[src/rtl/flow_ctrl_pkg.sv]
// rtl/flow_ctrl_pkg.sv - shared types and constants for the flow route scheduler
package flow_ctrl_pkg;

  localparam int MIX_SEL_W        = 3;
  localparam int NUM_MIX_PER_SIDE = 6;
  localparam int NUM_SRC          = 2;

  typedef enum logic [2:0] {
    ST_IDLE,
    ST_SETTLE,
    ST_FLOW,
    ST_FLUSH,
    ST_DONE
  } flow_state_e;

  // Mixer indices 6 and 7 have no physical mixer behind them.
  function automatic logic mix_legal(input logic [MIX_SEL_W-1:0] mix);
    return mix < MIX_SEL_W'(NUM_MIX_PER_SIDE);
  endfunction

endpackage

[src/rtl/flow_phase_timer.sv]
// rtl/flow_phase_timer.sv - load/decrement phase counter that saturates at zero
module flow_phase_timer #(
  parameter int CNT_W = 8
) (
  input  logic             clk,
  input  logic             rst,
  input  logic             load,
  input  logic [CNT_W-1:0] load_val,
  input  logic             dec,
  output logic             expired
);

  logic [CNT_W-1:0] cnt;

  // Load wins over decrement; the count stops at zero instead of wrapping.
  always_ff @(posedge clk) begin
    if (rst) begin
      cnt <= '0;
    end else if (load) begin
      cnt <= load_val;
    end else if (dec && (cnt != '0)) begin
      cnt <= cnt - 1'b1;
    end
  end

  assign expired = (cnt == '0);

endmodule

[src/rtl/flow_route_scheduler.sv]
// rtl/flow_route_scheduler.sv - round-robin job sequencer for the merge switch; FLUSH phase built only with FLOW_ROUTE_FLUSH_EN
import flow_ctrl_pkg::*;

module flow_route_scheduler #(
  parameter int SETTLE_CYC = 4,
  parameter int FLOW_CYC   = 16,
  parameter int FLUSH_CYC  = 8,
  parameter int CNT_W      = 8
) (
  input  logic                          clk,
  input  logic                          rst,
  input  logic [NUM_SRC-1:0]            req_valid,
  output logic [NUM_SRC-1:0]            req_ready,
  input  logic [NUM_SRC*MIX_SEL_W-1:0]  req_mix,
  input  logic [NUM_SRC-1:0]            req_heat,
  input  logic [NUM_SRC-1:0]            req_filt,
  output logic                          route_src,
  output logic [MIX_SEL_W-1:0]          mix_sel,
  output logic                          heat_sel,
  output logic                          filt_sel,
  output logic                          cfg_valid,
  output logic                          flow_en,
  output logic                          flush_en,
  output logic                          done,
  output logic                          done_id,
  output logic                          done_err
);

  localparam logic [CNT_W-1:0] SETTLE_LOAD = CNT_W'(SETTLE_CYC - 1);
  localparam logic [CNT_W-1:0] FLOW_LOAD   = CNT_W'(FLOW_CYC - 1);
  localparam logic [CNT_W-1:0] FLUSH_LOAD  = CNT_W'(FLUSH_CYC - 1);

  flow_state_e          state, state_n;
  logic                 last_grant, last_grant_n;
  logic                 winner;
  logic                 accept;
  logic                 route_src_n;
  logic [MIX_SEL_W-1:0] mix_sel_n;
  logic                 heat_sel_n, filt_sel_n;
  logic                 err_q, err_n;
  logic                 tmr_load, tmr_dec, tmr_expired;
  logic [CNT_W-1:0]     tmr_val;

  // Round-robin pick: a lone requester wins, a tie goes to the side not served last.
  always_comb begin
    winner = 1'b0;
    if (req_valid == 2'b11) begin
      winner = ~last_grant;
    end else if (req_valid[1]) begin
      winner = 1'b1;
    end
    req_ready = '0;
    if ((state == ST_IDLE) && !rst && (req_valid != '0)) begin
      req_ready = winner ? 2'b10 : 2'b01;
    end
    accept = (req_ready != '0);
  end

  // Next-state and per-job latch values.
  always_comb begin
    state_n      = state;
    last_grant_n = last_grant;
    route_src_n  = route_src;
    mix_sel_n    = mix_sel;
    heat_sel_n   = heat_sel;
    filt_sel_n   = filt_sel;
    err_n        = err_q;
    case (state)
      ST_IDLE: begin
        if (accept) begin
          route_src_n  = winner;
          last_grant_n = winner;
          mix_sel_n    = winner ? req_mix[2*MIX_SEL_W-1:MIX_SEL_W] : req_mix[MIX_SEL_W-1:0];
          heat_sel_n   = req_heat[winner];
          filt_sel_n   = req_filt[winner];
          if (mix_legal(mix_sel_n)) begin
            err_n   = 1'b0;
            state_n = ST_SETTLE;
          end else begin
            err_n   = 1'b1;
            state_n = ST_DONE;
          end
        end
      end
      ST_SETTLE: if (tmr_expired) state_n = ST_FLOW;
      ST_FLOW: begin
        if (tmr_expired) begin
`ifdef FLOW_ROUTE_FLUSH_EN
          state_n = ST_FLUSH;
`else
          state_n = ST_DONE;
`endif
        end
      end
      ST_FLUSH: if (tmr_expired) state_n = ST_DONE;
      ST_DONE:  state_n = ST_IDLE;
      default:  state_n = ST_IDLE;
    endcase
  end

  // Every phase change reloads the shared timer with the entered phase's length.
  always_comb begin
    tmr_load = (state_n != state);
    tmr_dec  = !tmr_load;
    case (state_n)
      ST_SETTLE: tmr_val = SETTLE_LOAD;
      ST_FLOW:   tmr_val = FLOW_LOAD;
      ST_FLUSH:  tmr_val = FLUSH_LOAD;
      default:   tmr_val = '0;
    endcase
  end

  flow_phase_timer #(.CNT_W(CNT_W)) u_timer (
    .clk      (clk),
    .rst      (rst),
    .load     (tmr_load),
    .load_val (tmr_val),
    .dec      (tmr_dec),
    .expired  (tmr_expired)
  );

  // State, job latches and registered valve/status outputs decoded from the next state.
  always_ff @(posedge clk) begin
    if (rst) begin
      state      <= ST_IDLE;
      last_grant <= 1'b1;
      err_q      <= 1'b0;
      route_src  <= 1'b0;
      mix_sel    <= '0;
      heat_sel   <= 1'b0;
      filt_sel   <= 1'b0;
      cfg_valid  <= 1'b0;
      flow_en    <= 1'b0;
      flush_en   <= 1'b0;
      done       <= 1'b0;
      done_id    <= 1'b0;
      done_err   <= 1'b0;
    end else begin
      state      <= state_n;
      last_grant <= last_grant_n;
      err_q      <= err_n;
      route_src  <= route_src_n;
      mix_sel    <= mix_sel_n;
      heat_sel   <= heat_sel_n;
      filt_sel   <= filt_sel_n;
      cfg_valid  <= (state_n == ST_SETTLE) || (state_n == ST_FLOW) || (state_n == ST_FLUSH);
      flow_en    <= (state_n == ST_FLOW);
`ifdef FLOW_ROUTE_FLUSH_EN
      flush_en   <= (state_n == ST_FLUSH);
`else
      flush_en   <= 1'b0;
`endif
      done       <= (state_n == ST_DONE);
      done_id    <= (state_n == ST_DONE) && route_src_n;
      done_err   <= (state_n == ST_DONE) && err_n;
    end
  end

endmodule

[config.mk]
export PLATFORM = sky130hd
export DESIGN_NAME = flow_route_scheduler
export DESIGN_NICKNAME = d
export VERILOG_FILES = /design/src/rtl/flow_ctrl_pkg.sv /design/src/rtl/flow_phase_timer.sv /design/src/rtl/flow_route_scheduler.sv
export SDC_FILE = /design/constraint.sdc
export NUM_CORES = 1
export LEC_CHECK = 0
export CELL_PAD_IN_SITES_DETAIL_PLACEMENT = 1
export CELL_PAD_IN_SITES_GLOBAL_PLACEMENT = 1
export CORE_UTILIZATION = 32
export DETAILED_ROUTE_END_ITERATION = 7
export PLACE_DENSITY_LB_ADDON = 0.1
export SLEW_MARGIN = 15
export SYNTH_ARGS = -nofsm -noshare
export SYNTH_HDL_FRONTEND = slang
export SYNTH_SLANG_ARGS = --single-unit
[constraint.sdc]
create_clock -name clk -period 1.5 [get_ports clk]
set_clock_uncertainty 0.1 [all_clocks]
set_input_delay 0.3 -clock clk [delete_from_list [all_inputs] [get_ports clk]]
set_output_delay 0.3 -clock clk [all_outputs]
set_load 0.1 [all_outputs]
=== Word-level counts from Yosys, hierarchy flattened ===
Cells that the tools add are included.
W data, S select, Z words.

* Bits in registers: 24
* Bits of input ports: 14
* Output and inout bits: 14
* Word-level logic and storage cells: 65

* Add/sub/neg operators: 1
* $lt $le $gt $ge: 2
* Eq/ne operators: 9
* Mux-type cells: 22
* Bitwise logic cells: 1
* Reduce and logical (&&, ||, !) cells: 17

{| class="wikitable"
|+ Operators with widths
! operator !! count
|-
| $mux W8 || 2
|-
| $mux W3 || 5
|-
| $eq A3 B2 Y1 const B || 4
|-
| $pmux W4 S3 || 1
|-
| $mux W1 || 11
|-
| $pmux W3 S3 || 1
|-
| $logic_not A8 Y1 || 1
|-
| $reduce_bool A8 Y1 || 1
|-
| $sub A8 B1 Y8 const B || 1
|-
| $eq A3 B1 Y1 const B || 2
|-
| $reduce_bool A2 Y1 || 3
|-
| $logic_and A1 B1 Y1 || 5
|-
| $mux W2 || 2
|-
| $eq A3 B3 Y1 const B || 1
|-
| $logic_not A3 Y1 || 1
|-
| $lt A3 B3 Y1 const B || 1
|-
| $ne A3 B3 Y1 || 1
|-
| $eq A2 B2 Y1 const B || 1
|-
| $logic_not A1 Y1 || 2
|-
| $logic_or A1 B1 Y1 || 2
|-
| $lt A1 B2 Y1 const B || 1
|-
| $reduce_and A2 Y1 || 1
|-
| $reduce_or A2 Y1 || 1
|-
| $not A1 Y1 || 1
|}

=== Longest topological paths before layout ===
Gate-level depths: netlist (run 1).

* Word-level depth: 12
* Depth in mapped cells: 6
* Mapped depth without buffers: 6

=== Hierarchy ===
Synthesis (run 1) repeated with hierarchy kept, for this count alone.

* Cell total of the unflattened synthesis: 141
* Area total of the unflattened synthesis: 1263.7 um^2

{| class="wikitable"
|+ Modules (own cells, without submodules)
! module !! instances !! cells an instance !! area each (um^2) !! seq. area each (um^2)
|-
| flow_route_scheduler || 1 || 82 || 748.2 || 320.3
|-
| flow_phase_timer || 1 || 59 || 515.5 || 160.2
|}

=== Worst setup path after synthesis (run 1) ===
No wires, ideal clock.

* Kind: reg-to-output
* Start point: register state[1]
* End point: output port req_ready[0]
* Arrival: 2.122 ns
* Data required time: 1.100 ns
* Setup slack: -1.022 ns
* Stages on the path, launching flop included: 5
* Path buffers: 1
* Cell sequence: dfxtp_1 -> clkbuf_1 -> nor2_2 -> nand3b_1 -> nor2_1

* Cells in the longest elaborated chain, start to end: 4

{| class="wikitable"
|+ RTL lines
! item !! line !! source
|-
| from (decl) || flow_route_scheduler.sv:33 || <nowiki>flow_state_e state, state_n;</nowiki>
|-
| from (signal assigned) || flow_route_scheduler.sv:139 || <nowiki>state <= state_n;</nowiki>
|-
| $logic_not A3 Y1 || flow_route_scheduler.sv:53 || <nowiki>if ((state == ST_IDLE) && !rst && (req_valid != '0)) begin</nowiki>
|-
| $logic_and A1 B1 Y1 (2 in series) || flow_route_scheduler.sv:53 ||
|-
| $mux W2 || flow_route_scheduler.sv:53 ||
|-
| to (decl) || flow_route_scheduler.sv:13 || <nowiki>output logic [NUM_SRC-1:0] req_ready,</nowiki>
|}

Every way passes these cells.

=== Final worst setup path (run 1) ===
Same ends and word-level chain as after synthesis.

==> results.py, run 1 <==
metrics = {
    "worst_hold_path": {
        "hold_path_class": "in2reg",
    },
    "floorplanning": {
        "die_h_um": 62.3,
        "die_x_um": 62.3,
        "num_rows": 21,
        "io-pin-count": 28,
        "coreArea_um2": 3420,
        "die_area_um2": 3880,
        "initial_core_util_pct": 34.1,
    },
    "sta": {
        "fin_crit_ns": 1.80,
        "finalCritPeriodShare_pct": 120,
        "fmax_ghz": 0.557,
        "setup_viol": 18,
        "rsz0062_at_grt": "true",
        "hold_viol": 0,
        "setup_ws_ns": -0.297,
        "slew_viol_final": 0,
        "tns_ns": -2.83,
    },
    "pwr": {
        "power_switching_w": 0.00196,
        "p_sw_share_pct": 44.9,
        "powerDensity_nw_per_um2": 1900,
        "p_comb_share_pct": 70.6,
        "power.internal_w": 0.00240,
        "p_clk_share_pct": 8.6,
        "vdd_drop_max_uv": 1080,
        "pwr-share-seq_pct": 20.8,
        "power.leakage_nw": 0.953,
    },
    "yosys": {
        "syn_nets": 147,
        "synth-seq-cells": 24,
        "synth_edf_count": 0,
        "ys_warn_count": 0,
        "synth_cells": 132,
        "synth_flop_cell": "dfxtp_1",
        "async_flop_share_pct": 0,
        "synth_area_um2": 1160,
        "yosysSeqAreaShare_pct": 41.3,
        "yosys.area.top_type_share_pct": 41.3,
        "synth.most_common_cell": "dfxtp_1",
        "synth_area_per_cell_um2": 8.82,
        "synth_top_area_cell": "dfxtp_1",
        "yosys.cell_types.count": 41,
        "synth.area.top_cells": "dfxtp_1, mux2i_1, nor2_1",
        "synthTopCellsByCount": "dfxtp_1, nor2_1, nand2_1",
    },
    "clock_network": {
        "clockRootBuffer": "clkbuf_4",
        "cts_sinks": 24,
        "numCtsBuffers": 3,
        "cts.path.max_buffers": 2,
        "cts_tree": "built",
        "ctsHoldBuffers": 0,
        "clock_latency_ns": 0.34,
        "clk_pin_slew_ns": 0.15,
        "htreeDepth": 1,
    },
    "cells_and_area": {
        "largest-register": "u_timer.cnt",
        "drive_gt1_share_pct": 56.6,
        "syn2layout_area_growth_pct": 97.1,
        "multiInputGateArea_um2": 866,
        "num-fill-cells": 378,
        "largestRegisters": "u_timer.cnt x8, mix_sel x3, state x3",
        "seq_area_um2": 492,
        "diodes": 0,
        "stdcell_area_um2": 2290,
        "fin_nets": 221,
        "layout.cells.non_filler": 251,
        "largest_reg_flops": 8,
    },
    "setup_path": {
        "arrival_ns": 1.40,
        "crit_type": "reg2out",
        "path_max_fanout": 3,
        "cp_data_required_time_ns": 1.10,
        "start_kind": "flop",
        "endpoint_kind": "output port",
        "rrSetupSlack_ns": -0.25,
    },
    "detailed_routing": {
        "drc": 0,
        "drt_iter0_drc": 74,
        "drtPass1Iterations": 4,
        "vias": 1328,
        "ant_nets": 0,
        "avgViaCountPerCell": 5.29,
        "wl_per_cell_um": 19.9,
        "routed_wl_um": 4990,
    },
    "status": {
        "violations": "negative setup slack",
        "status": "finished with violations",
    },
    "grt": {
        "grt_pass1_vias": 1414,
        "grt-ovfl-total": 0,
        "grt_max_degree": 14,
        "antenna_found_initial": 0,
        "grt_pass1_wl_um": 7320,
        "track_usage_pct": 24.7,
    },
    "place": {
        "dpl_cell_area_um2": 1890,
        "gp_congestion": 0.751,
        "dp.final_hpwl_um": 3030,
        "placed_cells": 232,
        "port_buffers": 26,
    },
    "run": {
        "maxCapViolCount": 0,
    },
}
[routing by layer]
metal | global-route usage (%) | up-vias | wire length, um
met1 | 29.0 | 659 | 2040
met3 | 2.57 | 17 | 137
met5 | 0 | - | 0
li1 | - | 609 | -
met4 | 7.56 | 0 | 187
met2 | 46.7 | 43 | 2630
[power groups by stage]
stage	Sequential [W]	Clock, W	Combinational [W]
2_1_floorplan	0.00121	0	0.000902
3_3_place_gp	0.000884	0	0.00206
3_5_place_dp	0.000893	0	0.00214
4_1_cts	0.000885	0.000363	0.00266
5_1_grt	0.000915	0.000400	0.00323
6_report	0.000904	0.000376	0.00307
[metrics by stage]
stage                     utilization [%]  setup WS [ns]  power, W  hold WS, ns
after global routing                 67.1         -0.343   0.00454        0.373
after floorplan                         -         -0.268   0.00211        0.327
after detailed placement             55.5         -0.573   0.00303        0.359
final                                67.1         -0.297   0.00435        0.377
after CTS                            63.1         -0.291   0.00390        0.388
after global placement               55.5         -0.525   0.00295        0.340
[placed cells by master, fill, tap and decap left out, types with 2 or more instances in the layout]
master | netlist | layout
buf_4 | 1 | 32
dfxtp_1 | 24 | 17
buf_6 | 0 | 16
buf_12 | 0 | 14
nor2_1 | 20 | 13
nand2_1 | 12 | 10
clkdlybuf4s50_1 | 0 | 10
nor2_4 | 0 | 7
mux2i_1 | 8 | 7
a21oi_2 | 0 | 6
dfxtp_2 | 0 | 6
nor4_4 | 1 | 4
a211oi_2 | 0 | 4
inv_1 | 5 | 3
nor3_1 | 5 | 3
xor2_1 | 3 | 3
a21oi_1 | 9 | 3
clkbuf_4 | 0 | 3
inv_2 | 0 | 2
nand2_4 | 0 | 2
o21ai_0 | 2 | 2
nand3_1 | 3 | 2
a311oi_1 | 2 | 2
dlygate4sd2_1 | 0 | 2
[layout make-up]
class / count / share of cell area [%]
Tap cell: 46 / 2.51
Multi-Input combinational cell: 97 / 37.8
Sequential cell: 24 / 21.4
Clock buffer: 4 / 1.58
Timing Repair Buffer: 75 / 35.9
Inverter: 5 / 0.818
[timing repair]
action / CTS / global route
buffers inserted: 6 / 10
gates resized for setup: 45 / 21
pin swaps: 17 / 15
endpoints found under the setup margin: 26 / 25
[cells by family (layout without fill, tap and decap cells)]
kind of cell	after synthesis	count (layout)	synth area share, %
AO/OA/AOI/OAI	26	26	17.6
XOR/XNOR	3	3	2.26
adder cells (fa/ha/maj)	1	1	1.08
buffers and inverters	11	84	4.09
flip-flops	24	24	41.3
multiplexers	8	8	6.88
other	1	1	0.322
AND/OR/NAND/NOR	58	58	26.5
[worst max-delay path, cell delays in order, from the launching register on]
cell	delay [ns]
dfxtp_2	0.37
nor2_4	0.12
nand3b_1	0.11
buf_6	0.15
nor2_4	0.11
buf_12	0.18
[worst paths after layout]
path | from | endpoint | cells after the start
setup / recovery | state[1] | req_ready[0] | 5
hold / removal | rst | state[2] | 3
hold reg to reg | err_q | err_q | 1
setup reg to reg | u_timer.cnt[0] | u_timer.cnt[3] | 7
No activity file was read; power rests on OpenSTA's default activity.
==> run 2: changes to the inputs <==
- SLEW_MARGIN: 15 -> not set
==> results of run 2 <==
Same layout as run 1: the final DEF is identical, and so are final timing and power.
==> run 3: changes to the inputs <==
- CORE_MARGIN: not set -> 8
==> run 3 against run 2 <==
Against the previous run:
- the flow still finishes with violations (negative setup slack)
- worst setup slack worse by 0.027 ns
- count of clock-buffer cells in the layout down 1
- critical path depth unchanged
- first-iteration DRC count down 16%
- wire length up 2.9%
- final cell count up 2.8%
- sequential power down 2%
- combinational power up 4%
- global-route usage down 9.1 points
- via count down 3.9%
==> results.py, run 3 (synthesized netlist as in run 1, its figures left out) <==
metrics = {
    "setup_path": {
        "cp_slowest_stage_delay_ns": 0.36,
        "cp_cell_sequence": "nor2_4 -> nand3b_1 -> buf_6 -> nor2_4 -> buf_12",
        "crit_slowest_cell": "dfxtp_2",
        "arrival_ns": 1.42,
        "path_max_fanout": 3,
        "endpoint_kind": "output port",
        "rr_startpoint": "state[1]",
        "worstSetupEndpoint": "req_ready[0]",
        "start_kind": "flop",
        "worst_r2r_path_depth": 5,
        "path_common_cell": "nor2_4",
        "cp_data_required_time_ns": 1.10,
        "worst_path_dominant_cell_family": "simple AND/OR/NAND/NOR gates",
        "critPathBufInv": 2,
        "rrSetupSlack_ns": -0.17,
        "path_depth": 5,
        "setup.worst_path.start": "state[1]",
        "r2r_end": "u_timer.cnt[1]",
        "crit_type": "reg2out",
    },
    "pwr": {
        "powerDensity_nw_per_um2": 1870,
        "vdd_drop_max_uv": 866,
        "power.leakage_nw": 0.998,
        "power.total_w": 0.00455,
    },
    "detailed_routing": {
        "ant_nets": 0,
        "routed_wl_um": 5140,
        "vias": 1276,
        "avgViaCountPerCell": 4.95,
        "drc": 0,
        "drt_iter0_drc": 62,
        "wl_per_cell_um": 19.9,
        "drtPass1Iterations": 4,
    },
    "grt": {
        "grt-ovfl-total": 0,
        "antenna_found_initial": 0,
        "grt_max_degree": 15,
        "track_usage_pct": 15.7,
        "grt_pass1_wl_um": 7380,
        "grt_pass1_vias": 1533,
    },
    "sta": {
        "fin_crit_ns": 1.82,
        "setup_ws_ns": -0.324,
        "hold_viol": 0,
        "fmax_ghz": 0.548,
        "finalCritPeriodShare_pct": 122,
        "slew_viol_final": 0,
        "rsz0062_at_grt": "true",
        "setup_viol": 24,
    },
    "clock_network": {
        "clockRootBuffer": "clkbuf_4",
        "clk_pin_slew_ns": 0.14,
        "clock_latency_ns": 0.33,
        "numCtsBuffers": 3,
        "cts_tree": "built",
        "cts_sinks": 24,
        "htreeDepth": 1,
        "cts.path.max_buffers": 2,
        "ctsHoldBuffers": 0,
    },
    "floorplanning": {
        "coreArea_um2": 3580,
        "die_h_um": 76.3,
        "initial_core_util_pct": 32.5,
        "die_area_um2": 5820,
        "num_rows": 22,
        "die_x_um": 76.3,
        "io-pin-count": 28,
    },
    "cells_and_area": {
        "syn2layout_area_growth_pct": 108,
        "largestRegisters": "u_timer.cnt x8, mix_sel x3, state x3",
        "final_core_util_pct": 67.8,
        "diodes": 0,
        "drive_gt1_share_pct": 61.9,
        "largest_reg_flops": 8,
        "stdcell_area_um2": 2420,
        "fin_nets": 226,
        "largest-register": "u_timer.cnt",
        "layout_commonest_cell": "buf_4",
        "layout_common_cells": "buf_4, dfxtp_1, buf_6",
    },
    "place": {
        "port_buffers": 26,
        "dp.final_hpwl_um": 3120,
        "dpl_cell_area_um2": 1900,
        "gp_congestion": 0.809,
    },
    "run": {
        "maxCapViolCount": 0,
    },
    "status": {
        "violations": "negative setup slack",
        "status": "finished with violations",
    },
    "worst_hold_path": {
        "hold_path_class": "reg2reg",
    },
}
## run 3: cell count changes in the layout (fill, tap and decap cells not counted), sizes merged
cell and delta:
clkbuf -2, dlygate4sd2 +1, bufinv +1, buf +5
## run 3: worst min path at each step
| stage | start | end | slack (ns) | cells after the start |
|---|---|---|---|---|
| floorplan | err_q | err_q | 0.33 | 1 |
| global placement | err_q | err_q | 0.34 | 1 |
| detailed placement | err_q | err_q | 0.35 | 1 |
| CTS | err_q | err_q | 0.39 | 1 |
| global route | err_q | err_q | 0.42 | 1 |
| finish | err_q | err_q | 0.39 | 1 |
## run 3: area by class of cell
class / count / area [um2]
Fill cell: 375 / 1150
Multi-Input combinational cell: 97 / 925
Timing Repair Buffer: 80 / 877
Sequential cell: 24 / 492
Tap cell: 48 / 60.1
Clock inverter: 1 / 30.0
Clock buffer: 3 / 22.5
Inverter: 5 / 18.8
## run 3: timing repair
item | CTS | global route
pin swaps | 18 | 21
endpoints found under the setup margin | 25 | 26
buffers inserted | 13 | 11
resized for setup | 36 | 45
## run 3: power by group
group	internal [W]	switching, W	leakage, nW	total, W
registers	0.000770	0.000117	0.199	0.000887
clock network	0.000271	0.000213	0.0279	0.000484
logic	0.00151	0.00167	0.771	0.00318
## run 3: worst register-to-register path, stage by stage, from the launching register on
cell,delay [ns]
dfxtp_2,0.36
buf_4,0.13
buf_4,0.13
buf_4,0.15
o31a_1,0.36
a221o_1,0.35
## run 3: per-layer routing
layer / GRT usage (%) / vias up / routed length, um
li1: - / 616 / -
met1: 14.9 / 633 / 1860
met2: 31.0 / 21 / 3030
met3: 3.54 / 6 / 169
met4: 6.54 / 0 / 76
met5: 0 / - / 0
## run 3: per-stage QoR
step	worst slack (ns)	TNS [ns]	hold WS (ns)	std cells
CTS	-0.278	-1.76	0.386	251
floorplan	-0.268	-0.838	0.327	132
global placement	-0.499	-8.82	0.338	235
detailed placement	-0.537	-10.29	0.354	235
finish	-0.324	-2.64	0.388	258
global route	-0.374	-4.07	0.416	258
